## config.mk

```make
export PLATFORM = sky130hd
export DESIGN_NAME = writeback_arbiter
export DESIGN_NICKNAME = d
export VERILOG_FILES = /design/src/rtl/writeback_arbiter_pkg.sv /design/src/rtl/wb_hold_slot.sv /design/src/rtl/writeback_arbiter.sv
export SDC_FILE = /design/constraint.sdc
export NUM_CORES = 1
export LEC_CHECK = 0
export ABC_AREA = 1
export BUFFER_PORTS_ARGS = -buffer_cell sky130_fd_sc_hd__buf_2
export CAP_MARGIN = 20
export CORE_ASPECT_RATIO = 0.75
export CORE_MARGIN = 8
export CORE_UTILIZATION = 46
export CTS_BUF_LIST = sky130_fd_sc_hd__clkbuf_16
export DETAILED_ROUTE_END_ITERATION = 6
export PLACE_DENSITY = 0.7
export SYNTH_ARGS = -nofsm -noshare
export SYNTH_HDL_FRONTEND = slang
export SYNTH_SLANG_ARGS = --single-unit
```

## constraint.sdc

```tcl
create_clock -name clk -period 2.8 [get_ports clk]
set_clock_uncertainty 0.1 [all_clocks]
set_input_delay 0.56 -clock clk [delete_from_list [all_inputs] [get_ports clk]]
set_output_delay 0.56 -clock clk [all_outputs]
set_load 0.05 [all_outputs]
```

## src/rtl/writeback_arbiter_pkg.sv

```systemverilog
// Shared processor definitions for the writeback path.
// Provides the default data width, the register-index width and type, the
// holding-entry record, and a small helper for register-match comparisons.
package writeback_arbiter_pkg;

  localparam int unsigned XLEN_DEF  = 32;
  localparam int unsigned REG_IDX_W = 5;

  typedef logic [REG_IDX_W-1:0] reg_idx_t;

  // One holding-register entry at the default data width.
  typedef struct packed {
    logic                valid;
    reg_idx_t            rd;
    logic [XLEN_DEF-1:0] data;
  } wb_entry_t;

  // True when a live entry targets the queried register.
  function automatic logic reg_match(input reg_idx_t query, input logic live, input reg_idx_t rd);
    return live && (rd == query);
  endfunction

endpackage

```

## src/rtl/wb_hold_slot.sv

```systemverilog
// One-entry holding register for a writeback channel.
// Ports:
//   clk, reset          clock and asynchronous active-low reset
//   in_valid/in_rd/
//   in_data             result offered by the producer
//   ready               accept strobe back to the producer
//   grant               arbiter takes this entry at the next edge
//   full/hold_rd/
//   hold_data           current entry contents
module wb_hold_slot
  import writeback_arbiter_pkg::*;
#(
  parameter int unsigned XLEN = XLEN_DEF
) (
  input  logic            clk,
  input  logic            reset,
  input  logic            in_valid,
  input  reg_idx_t        in_rd,
  input  logic [XLEN-1:0] in_data,
  input  logic            grant,
  output logic            ready,
  output logic            full,
  output reg_idx_t        hold_rd,
  output logic [XLEN-1:0] hold_data
);

  logic            full_q, full_d;
  reg_idx_t        rd_q;
  logic [XLEN-1:0] data_q;
  logic            load;

  always_comb begin
    // Ready never looks at in_valid, so producers may wait on it freely.
    ready  = !full_q || grant;
    // Writes to x0 are accepted but never stored.
    load   = in_valid && ready && (in_rd != '0);
    full_d = load || (full_q && !grant);
  end

  always_ff @(posedge clk or negedge reset) begin
    if (!reset) begin
      full_q <= 1'b0;
      rd_q   <= '0;
      data_q <= '0;
    end else begin
      full_q <= full_d;
      if (load) begin
        rd_q   <= in_rd;
        data_q <= in_data;
      end
    end
  end

  assign full      = full_q;
  assign hold_rd   = rd_q;
  assign hold_data = data_q;

endmodule

```

## src/rtl/writeback_arbiter.sv

```systemverilog
// Register-file writeback arbiter between an ALU channel and a load channel.
// Ports:
//   clk, reset                      clock and asynchronous active-low reset
//   alu_valid/alu_rd/alu_data/
//   alu_ready                       ALU result channel
//   mem_valid/mem_rd/mem_data/
//   mem_ready                       load result channel
//   rd/write_data/reg_write         registered register-file write port
//   query_rs1/query_rs2             decode source registers
//   pending1/pending2               queried register has an uncommitted write
// Loads win arbitration, but an ALU result is forced through after
// STARVE_LIMIT consecutive load grants.
module writeback_arbiter
  import writeback_arbiter_pkg::*;
#(
  parameter int unsigned XLEN         = XLEN_DEF,
  parameter int unsigned STARVE_LIMIT = 2
) (
  input  logic            clk,
  input  logic            reset,
  input  logic            alu_valid,
  input  reg_idx_t        alu_rd,
  input  logic [XLEN-1:0] alu_data,
  output logic            alu_ready,
  input  logic            mem_valid,
  input  reg_idx_t        mem_rd,
  input  logic [XLEN-1:0] mem_data,
  output logic            mem_ready,
  output reg_idx_t        rd,
  output logic [XLEN-1:0] write_data,
  output logic            reg_write,
  input  reg_idx_t        query_rs1,
  input  reg_idx_t        query_rs2,
  output logic            pending1,
  output logic            pending2
);

  localparam int unsigned CntW = (STARVE_LIMIT > 0) ? $clog2(STARVE_LIMIT + 1) : 1;
  localparam logic [CntW-1:0] Limit = CntW'(STARVE_LIMIT);

  logic            alu_full, mem_full;
  reg_idx_t        alu_hold_rd, mem_hold_rd;
  logic [XLEN-1:0] alu_hold_data, mem_hold_data;
  logic            alu_prio, grant_alu, grant_mem;
  logic [CntW-1:0] starve_q, starve_d;
  reg_idx_t        rd_q;
  logic [XLEN-1:0] data_q;
  logic            we_q;

  wb_hold_slot #(.XLEN(XLEN)) u_alu_slot (
    .clk       (clk),
    .reset     (reset),
    .in_valid  (alu_valid),
    .in_rd     (alu_rd),
    .in_data   (alu_data),
    .grant     (grant_alu),
    .ready     (alu_ready),
    .full      (alu_full),
    .hold_rd   (alu_hold_rd),
    .hold_data (alu_hold_data)
  );

  wb_hold_slot #(.XLEN(XLEN)) u_mem_slot (
    .clk       (clk),
    .reset     (reset),
    .in_valid  (mem_valid),
    .in_rd     (mem_rd),
    .in_data   (mem_data),
    .grant     (grant_mem),
    .ready     (mem_ready),
    .full      (mem_full),
    .hold_rd   (mem_hold_rd),
    .hold_data (mem_hold_data)
  );

  always_comb begin
    alu_prio  = alu_full && (starve_q == Limit);
    grant_alu = alu_full && (!mem_full || alu_prio);
    grant_mem = mem_full && !alu_prio;

    // Count only load grants that overtake a waiting ALU result.
    starve_d = starve_q;
    if (!alu_full || grant_alu) begin
      starve_d = '0;
    end else if (grant_mem && (starve_q != Limit)) begin
      starve_d = starve_q + 1'b1;
    end
  end

  always_ff @(posedge clk or negedge reset) begin
    if (!reset) begin
      starve_q <= '0;
      rd_q     <= '0;
      data_q   <= '0;
      we_q     <= 1'b0;
    end else begin
      starve_q <= starve_d;
      we_q     <= grant_alu || grant_mem;
      if (grant_mem) begin
        rd_q   <= mem_hold_rd;
        data_q <= mem_hold_data;
      end else if (grant_alu) begin
        rd_q   <= alu_hold_rd;
        data_q <= alu_hold_data;
      end
    end
  end

  assign rd         = rd_q;
  assign write_data = data_q;
  assign reg_write  = we_q;

  // x0 never reports a hazard; otherwise any held or in-flight write counts.
  always_comb begin
    pending1 = (query_rs1 != '0) && (reg_match(query_rs1, alu_full, alu_hold_rd) ||
                                     reg_match(query_rs1, mem_full, mem_hold_rd) ||
                                     reg_match(query_rs1, we_q, rd_q));
    pending2 = (query_rs2 != '0) && (reg_match(query_rs2, alu_full, alu_hold_rd) ||
                                     reg_match(query_rs2, mem_full, mem_hold_rd) ||
                                     reg_match(query_rs2, we_q, rd_q));
  end

endmodule

```

==> impl_metrics.toml <==
[detailed_routing]
drt_pass_1_iters = 5
initialDrtViolationCount = 366
vias_per_cell = 4.90
drc_errors = 0
number_of_vias_after_detailed_routing = 4779
sum_of_routed_wire_length_over_all_layers_um = 14800
drt.antenna.violating_nets = 0
wire_per_inst_um = 15.2

[timing]
final-max-slew-violation-count = 0
period_share_pct = 87.1
fmaxAchievable_mhz = 410
unrepaired_setup_endpoints_after_global_routing = "false"
final_period_minus_worst_setup_slack_ns = 2.44
finalSetupViolCount = 0
hold_viol_final = 0
worst-slew-pin-transition_ns = 0.897
worst_case_hold_slack_ns = 0.0191
slew_margin_rel_pct = 40.2
final_total_negative_setup_slack_ns = 0
post-route-worst-setup-slack_ns = 0.360

[synth]
netlist_instances = 672
synth_area_per_cell_um2 = 8.10
synth_sequential_area_ratio_pct = 53.3
syn_area_um2 = 5450
post_synth_num_cell_types = 20
ys_warn_count = 0
mappedNetlistNets = 761
ys_ff_latch = 116

[global_routing]
gr_overflow_total = 0
globalRouteTotalUtil_pct = 20.1
first_global_vias = 4966
maximum_number_of_pins_on_one_net_before_global_route_repair = 60
grt_first_pass_wirelength_um = 24900
number_of_antenna_violations_at_the_first_check_in_global_routing = 0

[worst_setup_path]
cp.required_ns = 2.14
crit_type = "reg2out"
r2r.worst_path.cells = 6
rr_endpoint = "u_mem_slot.hold_data[31]$_DFFE_PN0P_"
worst-path-max-fanout = 17
start_kind = "flop"
timing.rr.start = "u_alu_slot.full$_DFF_PN0_"
end_kind = "output pin"
arrival_ns = 1.78
worst-r2r-setup-slack_ns = 0.61

[finish]
mostFrequentLayoutCells = "sky130_fd_sc_hd__nand2_1, sky130_fd_sc_hd__inv_1, sky130_fd_sc_hd__buf_2"
mostFrequentLayoutCell = "sky130_fd_sc_hd__nand2_1"
layout-drive-gt1-share_pct = 23.5
n_fill_cell = 1082
final_util_pct = 59.0
final_net_count = 890
synthToLayoutAreaGrowth_pct = 25.3
final_cell_count_no_fill = 976
diodes = 0

[pwr]
ir_worst_vdd_v = 0.000494
leakage_nw = 3.74
powerDensity_nw_per_um2 = 805

[place]
number_of_instances_in_the_placed_design = 944
gp_routability_congestion = 0.898
post-place-ws_ns = 0.620
post_detailed_placement_half_perimeter_wirelength_um = 10400
buffer_ports.inserted = 129

[cts]
cts.path.max_buffers = 2
clock-sinks = 116
cts_htree_levels = 4
numCtsBuffers = 17
cts_post_setup_buffers_inserted = 0
clk_root_buffer_cell = "sky130_fd_sc_hd__clkbuf_16"
clock_tree_from_tritoncts = "built"
worst_skew_pair.late_latency_ns = 0.40
post_cts_hold_buffer_count = 0
post_cts_sizing_count = 0
clk_pin_slew_ns = 0.05

[min_path]
hold_path.class = "in2async"

[floorplan]
core_um2 = 11600
die_outline_area_um2 = 15600
initial_core_util_pct = 47.1
chipHeight_um = 110
ioPinCount = 130
width_of_the_die_um = 142
row_count = 34

[outcome]
status = "finished clean"

[job]
cap_violations = 0
-- worst max-delay path: stages, from the launching register on --
cell	delay, ns
sky130_fd_sc_hd__dfrtp_1	0.39
sky130_fd_sc_hd__buf_4	0.26
sky130_fd_sc_hd__nand2_1	0.08
sky130_fd_sc_hd__nor2_1	0.11
sky130_fd_sc_hd__nand3_1	0.09
sky130_fd_sc_hd__nand3_1	0.09
sky130_fd_sc_hd__nand2_1	0.07
sky130_fd_sc_hd__inv_1	0.05
sky130_fd_sc_hd__buf_2	0.25
-- worst max-delay path by stage --
stage,cells after the start,end,slack (ns),from
3_5_place_dp,10,pending2,0.62,query_rs2[4]
5_1_grt,8,pending1,0.19,u_alu_slot.full$_DFF_PN0_
6_report,8,pending1,0.36,u_alu_slot.full$_DFF_PN0_
2_1_floorplan,8,pending2,0.67,rd[0]$_DFFE_PN0P_
3_3_place_gp,10,pending2,0.62,query_rs2[4]
4_1_cts,8,pending2,0.36,u_alu_slot.full$_DFF_PN0_
-- registers in the layout, indices dropped and copies added (netlist names) --
signal	cells
u_alu_slot.hold_data	32
u_mem_slot.hold_data	32
write_data	32
rd	5
u_alu_slot.hold_rd	5
u_mem_slot.hold_rd	5
starve_q	2
reg_write	1
u_alu_slot.full	1
u_mem_slot.full	1
-- logic make-up after synthesis --
group           count (synthesis)  share of synthesized area [%]
fa+ha+maj                       1                          0.230
compound gates                112                           13.4
simple gates                  278                           20.7
buf+inv                       165                           12.4
flops                         116                           53.3
-- per-layer routing --
layer | vias up | wire, µm | GRT usage, %
met4 | 0 | 225 | 7.87
met2 | 145 | 6970 | 32.1
li1 | 2346 | - | -
met5 | - | 0 | 0
met1 | 2270 | 6760 | 26.1
met3 | 18 | 836 | 5.21
-- power by group --
part / leakage (nW) / internal [mW] / switching (mW)
Sequential: 1.43 / 1.95 / 0.188
Clock: 0.284 / 1.28 / 0.723
Combinational: 2.03 / 0.379 / 0.971
Total: 3.74 / 3.61 / 1.88
-- synthesized netlist by cell type, drive strengths merged --
library cell,count,area share [%]
ha,1,0.23
buf,14,2.0
nand3,53,5.0
nand2,194,13
or2,1,0.11
nor3,4,0.37
clkbuf,17,1.2
dfrtp,116,53
inv,134,9.2
o211ai,32,4.4
o221ai,5,0.80
o21ai,75,8.2
nor2,26,1.8
-- area by class of cell --
cell class | instances | area [µm²] | share of cell area, %
inverters | 134 | 503 | 7.37
clock inverters | 15 | 126 | 1.85
multi-input cells | 391 | 1880 | 27.5
flip-flops and latches | 116 | 2900 | 42.5
repair buffers | 141 | 788 | 11.6
clock buffers | 17 | 425 | 6.23
well taps | 162 | 203 | 2.97
-- stage by stage --
| step | power (mW) | area (µm²) |
|---|---|---|
| 5_1_grt | 5.77 | 6820 |
| 2_1_floorplan | 3.08 | 5450 |
| 4_1_cts | 5.55 | 6820 |
| 6_report | 5.49 | 6820 |
| 3_3_place_gp | 3.49 | 6270 |
| 3_5_place_dp | 3.51 | 6270 |
(Power assumes the default switching activity.)
